--- config.mk ---
export PLATFORM = sky130hd
export DESIGN_NAME = reg_write_arbiter
export DESIGN_NICKNAME = d
export VERILOG_FILES = /design/src/rtl/rf_arb_pkg.sv /design/src/rtl/rr_arbiter2.sv /design/src/rtl/reg_write_arbiter.sv
export SDC_FILE = /design/constraint.sdc
export NUM_CORES = 1
export LEC_CHECK = 0
export CORE_ASPECT_RATIO = 1.2
export CORE_MARGIN = 1
export CORE_UTILIZATION = 40
export CTS_CLUSTER_DIAMETER = 40
export CTS_CLUSTER_SIZE = 30
export DETAILED_ROUTE_END_ITERATION = 8
export HOLD_SLACK_MARGIN = 0.15
export MAX_ROUTING_LAYER = met4
export PLACE_DENSITY = 0.77
export SLEW_MARGIN = 20
export SYNTH_ARGS = -nofsm -noshare
export SYNTH_HDL_FRONTEND = slang
export SYNTH_SLANG_ARGS = --single-unit
--- constraint.sdc ---
create_clock -name CLK -period 1.77 [get_ports CLK]
set_input_delay 0.354 -clock CLK [delete_from_list [all_inputs] [get_ports CLK]]
set_output_delay 0.354 -clock CLK [all_outputs]
set_load 0.05 [all_outputs]
--- src/rtl/rf_arb_pkg.sv ---
// rf_arb_pkg: shared types and constants for the register-file write arbiter.
//   state_e        IDLE / CLEAR controller states
//   CLIENT0/1      client identifiers used as grant ids and last_grant values
//   RF_W/RF_N/RF_AW default data width, register count, address width
package rf_arb_pkg;

  typedef enum logic {
    IDLE  = 1'b0,
    CLEAR = 1'b1
  } state_e;

  localparam logic CLIENT0 = 1'b0;
  localparam logic CLIENT1 = 1'b1;

  localparam int RF_W  = 8;
  localparam int RF_N  = 8;
  localparam int RF_AW = 3;

endpackage

--- src/rtl/rr_arbiter2.sv ---
// rr_arbiter2: combinational two-way round-robin pick.
//   req0_i, req1_i  eligible requests
//   last_grant_i    client granted most recently
//   gnt_valid_o     some request is eligible
//   gnt_id_o        chosen client (the one not granted last on a tie)
module rr_arbiter2
  import rf_arb_pkg::*;
(
  input  logic req0_i,
  input  logic req1_i,
  input  logic last_grant_i,
  output logic gnt_valid_o,
  output logic gnt_id_o
);

  always_comb begin
    gnt_valid_o = req0_i | req1_i;
    gnt_id_o    = CLIENT0;
    if (req0_i && req1_i) begin
      gnt_id_o = ~last_grant_i;
    end else if (req1_i) begin
      gnt_id_o = CLIENT1;
    end
  end

endmodule

--- src/rtl/reg_write_arbiter.sv ---
// reg_write_arbiter: owns the single write port of the register file, shares
// it between the CPU writeback path (client 0) and the debug/load port
// (client 1), and runs a hardware clear walk that zeroes every register.
//
// Ports:
//   CLK, RESET               clock, async active-low reset
//   REQx/ADDRx/DATAx, ACKx   client request, target, data; one-cycle ack
//   CLEAR_REQ                starts a clear walk when seen in IDLE
//   CLEAR_DONE, BUSY         walk finished pulse; walk in progress
//   RF_WRITE/RF_ADDR/RF_DATA register file WRITE/INADDRESS/IN
//   WPMASK, ERR1             only with RF_WRITE_PROTECT_EN: per-register
//                            protection against client 1, error pulse
//
// Optional feature macro: RF_WRITE_PROTECT_EN.
//
// state | meaning
// IDLE  | arbitrate client requests, accept CLEAR_REQ
// CLEAR | write zero to register cnt_q each cycle, clients held off
module reg_write_arbiter
  import rf_arb_pkg::*;
#(
  parameter int W  = RF_W,
  parameter int N  = RF_N,
  parameter int AW = RF_AW   // must equal clog2(N)
) (
  input  logic          CLK,
  input  logic          RESET,
  input  logic          REQ0,
  input  logic [AW-1:0] ADDR0,
  input  logic [W-1:0]  DATA0,
  output logic          ACK0,
  input  logic          REQ1,
  input  logic [AW-1:0] ADDR1,
  input  logic [W-1:0]  DATA1,
  output logic          ACK1,
  input  logic          CLEAR_REQ,
`ifdef RF_WRITE_PROTECT_EN
  input  logic [N-1:0]  WPMASK,
  output logic          ERR1,
`endif
  output logic          CLEAR_DONE,
  output logic          BUSY,
  output logic          RF_WRITE,
  output logic [AW-1:0] RF_ADDR,
  output logic [W-1:0]  RF_DATA
);

  state_e        state_q, state_d;
  logic [AW-1:0] cnt_q, cnt_d;
  logic          last_q, last_d;
  logic          write_q, write_d;
  logic [AW-1:0] addr_q, addr_d;
  logic [W-1:0]  data_q, data_d;
  logic          ack0_q, ack0_d;
  logic          ack1_q, ack1_d;
  logic          busy_q, busy_d;
  logic          done_q, done_d;
`ifdef RF_WRITE_PROTECT_EN
  logic          err1_q, err1_d;
`endif

  logic elig0, elig1, gnt_valid, gnt_id;

  // A client whose ack is showing is still holding REQ from the write just
  // issued; treating it as eligible would duplicate that write.
  assign elig0 = REQ0 & ~ack0_q;
  assign elig1 = REQ1 & ~ack1_q;

  rr_arbiter2 u_rr (
    .req0_i       (elig0),
    .req1_i       (elig1),
    .last_grant_i (last_q),
    .gnt_valid_o  (gnt_valid),
    .gnt_id_o     (gnt_id)
  );

  always_comb begin
    state_d = state_q;
    cnt_d   = cnt_q;
    last_d  = last_q;
    write_d = 1'b0;
    addr_d  = addr_q;
    data_d  = data_q;
    ack0_d  = 1'b0;
    ack1_d  = 1'b0;
    busy_d  = 1'b0;
`ifdef RF_WRITE_PROTECT_EN
    err1_d  = 1'b0;
`endif
    // busy_q only rises on clear writes, so busy_q seen back in IDLE means
    // the last clear write was the previous cycle.
    done_d  = busy_q && (state_q == IDLE);

    unique case (state_q)
      IDLE: begin
        if (CLEAR_REQ) begin
          state_d = CLEAR;
          cnt_d   = '0;
        end else if (gnt_valid) begin
          last_d  = gnt_id;
          write_d = 1'b1;
          if (gnt_id == CLIENT0) begin
            addr_d = ADDR0;
            data_d = DATA0;
            ack0_d = 1'b1;
          end else begin
            addr_d = ADDR1;
            data_d = DATA1;
            ack1_d = 1'b1;
`ifdef RF_WRITE_PROTECT_EN
            if (WPMASK[ADDR1]) begin
              write_d = 1'b0;
              err1_d  = 1'b1;
            end
`endif
          end
        end
      end
      CLEAR: begin
        write_d = 1'b1;
        addr_d  = cnt_q;
        data_d  = '0;
        busy_d  = 1'b1;
        if (cnt_q == AW'(N - 1)) begin
          state_d = IDLE;
          cnt_d   = '0;
        end else begin
          cnt_d = cnt_q + AW'(1);
        end
      end
      default: state_d = IDLE;
    endcase
  end

  always_ff @(posedge CLK or negedge RESET) begin
    if (!RESET) begin
      state_q <= IDLE;
      cnt_q   <= '0;
      last_q  <= CLIENT1;
      write_q <= 1'b0;
      addr_q  <= '0;
      data_q  <= '0;
      ack0_q  <= 1'b0;
      ack1_q  <= 1'b0;
      busy_q  <= 1'b0;
      done_q  <= 1'b0;
`ifdef RF_WRITE_PROTECT_EN
      err1_q  <= 1'b0;
`endif
    end else begin
      state_q <= state_d;
      cnt_q   <= cnt_d;
      last_q  <= last_d;
      write_q <= write_d;
      addr_q  <= addr_d;
      data_q  <= data_d;
      ack0_q  <= ack0_d;
      ack1_q  <= ack1_d;
      busy_q  <= busy_d;
      done_q  <= done_d;
`ifdef RF_WRITE_PROTECT_EN
      err1_q  <= err1_d;
`endif
    end
  end

  assign ACK0       = ack0_q;
  assign ACK1       = ack1_q;
  assign CLEAR_DONE = done_q;
  assign BUSY       = busy_q;
  assign RF_WRITE   = write_q;
  assign RF_ADDR    = addr_q;
  assign RF_DATA    = data_q;
`ifdef RF_WRITE_PROTECT_EN
  assign ERR1       = err1_q;
`endif

endmodule

## Word level (Yosys, flattened, before mapping)

Index checks and enable logic that the tools add are counted.

- Memories kept: 0
- Flip-flop bits (word level): 21
- Output and inout bits: 16
- ROM bits: 0
- RAM bits: 0
- Bits in latches: 0
- Input port bits: 27

- $lt $le $gt $ge: 0
- Divide/modulo/power cells: 0
- Reductions and logical operators: 4
- Equality and inequality tests: 4
- Bitwise logic cells: 8
- $add $sub $neg: 1
- Multiplexer cells: 28
- Shift operators: 0
- Multipliers: 0

Operator list:

| cell | count |
|---|---|
| $mux W8 | 3 |
| $pmux W8 S2 | 1 |
| $mux W1 | 15 |
| $mux W3 | 5 |
| $pmux W3 S2 | 2 |
| $ne A2 B2 Y1 const B | 3 |
| $not A1 Y1 | 5 |
| $pmux W1 S2 | 2 |
| $add A3 B1 Y3 const B | 1 |
| $eq A3 B3 Y1 const B | 1 |
| $reduce_and A3 Y1 | 1 |
| $and A1 B1 Y1 | 2 |
| $logic_and A1 B1 Y1 | 2 |
| $reduce_and A2 Y1 | 1 |
| $or A1 B1 Y1 | 1 |

## Longest topological paths before layout

- Word-level depth: 8
- Gate-level depth with buffers: 5
- Depth with buffers taken out: 5

## Hierarchy

Synthesis repeated with hierarchy kept, for this count alone.

- Cell total of the unflattened synthesis: 87
- Area, all modules: 1026.0 um2

Modules (own cells, without submodules):

| module | area each (um2) | times used | seq. area each (um2) | cells an instance |
|---|---|---|---|---|
| reg_write_arbiter | 1012.2 | 1 | 526.8 | 85 |
| rr_arbiter2 | 13.8 | 1 | 0.0 | 2 |

## Worst setup path before layout

OpenSTA, ideal clock, no wires.

- Path type: flip-flop to flip-flop
- From: register ack1_q (netlist: ACK1)
- To: register addr_q[0] (netlist: RF_ADDR[0])
- Slack: 0.226 ns
- Required time: 1.643 ns
- Clock period less this slack: 1.544 ns
- Library setup time: 0.127 ns
- Data arrival time: 1.417 ns
- Stages on the path, launching flop included: 6
- Cell sequence: dfrtp_1 -> nand2b_4 -> o21bai_4 -> buf_8 -> mux2i_1 -> o211ai_2

- Word-level cells in the longest chain between the ends: 8

RTL lines:

| item | RTL line | RTL |
|---|---|---|
| start, declared | reg_write_arbiter.sv:55 | `logic ack1_q, ack1_d;` |
| start signal, assigned | reg_write_arbiter.sv:158 | `ack1_q <= ack1_d;` |
| $not A1 Y1 * | reg_write_arbiter.sv:67 | `assign elig1 = REQ1 & ~ack1_q;` |
| $and A1 B1 Y1 * | reg_write_arbiter.sv:67 |  |
| $mux W1 or $logic_and A1 B1 Y1 (tied branches) | rr_arbiter2.sv:21, rr_arbiter2.sv:19 |  |
| $mux W1 | rr_arbiter2.sv:19 | `if (req0_i && req1_i) begin` |
| $mux W3 | reg_write_arbiter.sv:102 | `if (gnt_id == CLIENT0) begin` |
| $mux W3 | reg_write_arbiter.sv:99 | `end else if (gnt_valid) begin` |
| $mux W3 | reg_write_arbiter.sv:96 | `if (CLEAR_REQ) begin` |
| $pmux W3 S2 | reg_write_arbiter.sv:94 | `unique case (state_q)` |
| end signal, assigned | reg_write_arbiter.sv:155 | `addr_q <= addr_d;` |
| end, declared | reg_write_arbiter.sv:52 | `logic [AW-1:0] addr_q, addr_d;` |

Mark *: on every way between the ends. The rest lies on a longest branch, timed or not. The select of a mux whose other input is x is not followed.
A chain may end at the register's enable or synchronous reset.

## Worst setup path in the final report

- From: input port REQ0
- To: register addr_q[0] (netlist: RF_ADDR[0])

- Word-level cells in the longest chain between the ends: 7

RTL lines:

| item | RTL line | RTL |
|---|---|---|
| start, declared | reg_write_arbiter.sv:28 | `input logic REQ0,` |
| $and A1 B1 Y1 * | reg_write_arbiter.sv:66 | `assign elig0 = REQ0 & ~ack0_q;` |
| $logic_and A1 B1 Y1 | rr_arbiter2.sv:19 |  |
| $mux W1 | rr_arbiter2.sv:19 |  |
| $mux W3 | reg_write_arbiter.sv:102 |  |
| $mux W3 | reg_write_arbiter.sv:99 |  |
| $mux W3 | reg_write_arbiter.sv:96 |  |
| $pmux W3 S2 | reg_write_arbiter.sv:94 |  |

Marks and branches as above.

==> results_dict.tcl <==
set metrics [dict create \
    hold_viol_final 0 \
    use_met1_pct 23.5 \
    globalplace.congestion 0.739 \
    grt.met2_usage_pct 31.1 \
    first_iter_violations 6 \
    postCtsSetupBuffers 0 \
    yosys.area.top_type_share_pct 51.0 \
    overflow 0 \
    synth_cells 72 \
    insertion_delay_ns 0.30 \
    hp-class "in2async" \
    fin_nets 148 \
    path_max_fanout 13 \
    cp.arrival_ns 1.58 \
    synth_seq_area_share_pct 53.6 \
    ant_nets 0 \
    gr-usage-all-layers_pct 19.1 \
    cts_resized 0 \
    synth_seq_cells 21 \
    num_antenna_cells 0 \
    rows 19 \
    status "complete, no violations" \
    coreArea_sq_um 2310 \
    p_seq_share_pct 38.2 \
    area_delta_synth_final_pct 45.9 \
    max-cap-violations 0 \
    cts_max_level 1 \
    yosysTopAreaCell "dfrtp_1" \
    ys_warn_count 0 \
    cts_hold_buf 0 \
    via_count 705 \
    cts_root_buf "clkbuf_4" \
    crit_chain "clkdlybuf4s50_1 -> nand2b_4 -> o21bai_4 -> buf_12 -> mux2i_1 -> o211ai_2" \
    largest_reg_flops 8 \
    leakage_nw 0.680 \
    grt_pass1_vias 767 \
    final.min_clock_period_ns 1.41 \
    io_pins 43 \
    setup_violations 0 \
    drc 0 \
    finalCritPeriodShare_pct 79.5 \
    use_met3_pct 1.93 \
    intPower_mw 1.15 \
    grt_max_degree 15 \
    tightest_slew_ns 0.425 \
    drv_slew 0 \
    dieArea_sq_um 2660 \
    critPathMaxStageDelay_ns 0.50 \
    p_clk_share_pct 10.9 \
    fp.dieW_um 47.2 \
    busiest_layer "met2" \
    dpl.cell_count 145 \
    clock_skew_ns 0.00408 \
    power_density_nw_per_um2 1420 \
    cp-end-kind "flop" \
    power_mw 2.03 \
    tns_ns 0 \
    synth_area_leaders "dfrtp_1 51%, mux2i_1 12%, o2bb2ai_1 7.1%" \
    die_h_um 56.3 \
    cp_slowest_cell "clkdlybuf4s50_1" \
    p_sw_mw 0.883 \
    initial_core_util_pct 42.6 \
    dpl.hpwl_mm 1.70 \
    rsz0062_at_grt "false" \
    final_cell_mix "26 x clkdlybuf4s50_1, 20 x dfrtp_1, 18 x buf_4" \
    layout_commonest_cell "clkdlybuf4s50_1" \
    combPwrFrac_pct 50.9 \
    clock_sinks 21 \
    synth_area_per_cell_sq_um 13.6 \
    avgRoutedWirePerCell_um 14.2 \
    synth_nets 101 \
    drive_gt1_share_pct 30.5 \
    cts_inserted_buffers 3 \
    instances_no_fill 149 \
    port_buffers 42 \
    wl_mm 2.12 \
    relSlewSlack_pct 71.7 \
    cts_tree "done" \
    fin_ws_ns 0.364 \
    worstPathRequired_ns 1.95 \
    clk_pin_slew_ns 0.11 \
    whs_ns 0.336 \
    clk_path_buf_depth 2 \
    swShare_pct 43.5 \
    vdd_ir_drop_max_mv 1.07 \
    worst-setup-path-type "in2reg" \
    cp-start-kind "primary input" \
    drtPass1Iterations 2 \
    antenna_found_initial 0 \
    vias_per_cell 4.73 \
    place_ws_ns 0.0390 \
    grt_pass1_wl_mm 3.48 \
    max_freq_mhz 711 \
    syn_area_sq_um 982 \
    ys_types 25 \
]
[final timing paths]
kind	to	from	depth (start not counted)	slack (ns)
setup / recovery	RF_ADDR[0]$_DFFE_PN0P_	REQ0	6	0.36
hold / removal	cnt_q[0]$_DFFE_PN0P_	RESET	1	0.34
setup reg to reg	RF_ADDR[0]$_DFFE_PN0P_	last_q$_DFFE_PN1P_	5	0.37
hold reg to reg	RF_DATA[5]$_DFFE_PN0P_	RF_DATA[5]$_DFFE_PN0P_	1	0.51
max in group asynchronous	RF_ADDR[1]$_DFFE_PN0P_	RESET	2	0.92
min in group CLK	RF_DATA[5]$_DFFE_PN0P_	RF_DATA[5]$_DFFE_PN0P_	1	0.51
[area by class of cell]
type | count | area [sq um]
inverters | 5 | 18.8
repair buffers | 45 | 415
multi-input cells | 43 | 405
clock inverters | 1 | 5.00
well taps | 31 | 38.8
flip-flops and latches | 21 | 527
clock buffers | 3 | 22.5
fillers | 200 | 873
[critical path, delay by kind of cell]
family | cells | cell delay, ns
AO/OA/AOI/OAI | 2 | 0.24
buffers and inverters | 2 | 0.67
multiplexers | 1 | 0.24
AND/OR/NAND/NOR | 1 | 0.08
[metrics by stage]
step | cell area [sq um] | utilization (%)
floorplan | 982 | -
global placement | 1410 | 60.9
detailed placement | 1410 | 60.9
CTS | 1430 | 62.1
global route | 1430 | 62.1
finish | 1430 | 62.1
[cells in the mapped netlist (all sizes together)]
cell type and instances:
nor3 1, buf 3, o2bb2ai 8, dfrtp 20
dfstp 1, a22o 2, mux2 1, ha 2
nand2 3, a21o 1, nor2b 2, inv 5
o21bai 1, mux2i 12, or3b 1, o211ai 1
o221ai 2, nor2 2, a21oi 1, nand2b 3
[power by group through the flow]
stage,Sequential [mW],Combinational (mW),Clock [mW]
2_1_floorplan,1.07,0.438,0
3_3_place_gp,0.776,1.01,0
3_5_place_dp,0.787,1.04,0
4_1_cts,0.778,1.04,0.232
5_1_grt,0.800,1.11,0.248
6_report,0.776,1.03,0.221
[kinds of logic (layout without fill, tap and decap cells)]
group / after synthesis / after routing / synth area share, %
buffers and inverters: 8 / 54 / 5.09
AO/OA/AOI/OAI: 16 / 16 / 16.8
AND/OR/NAND/NOR: 12 / 12 / 8.53
multiplexers: 13 / 13 / 13.4
flip-flops: 21 / 21 / 53.6
adder cells (fa/ha/maj): 2 / 2 / 2.55
[per-layer routing]
metal	part of all wire (%)	routed length, um	vias to the layer above
met5	0	0	-
met4	0.76	16	0
met3	2.4	51	2
met2	56	1190	14
met1	40	857	337
li1	-	-	352
(Power assumes the default switching activity.)
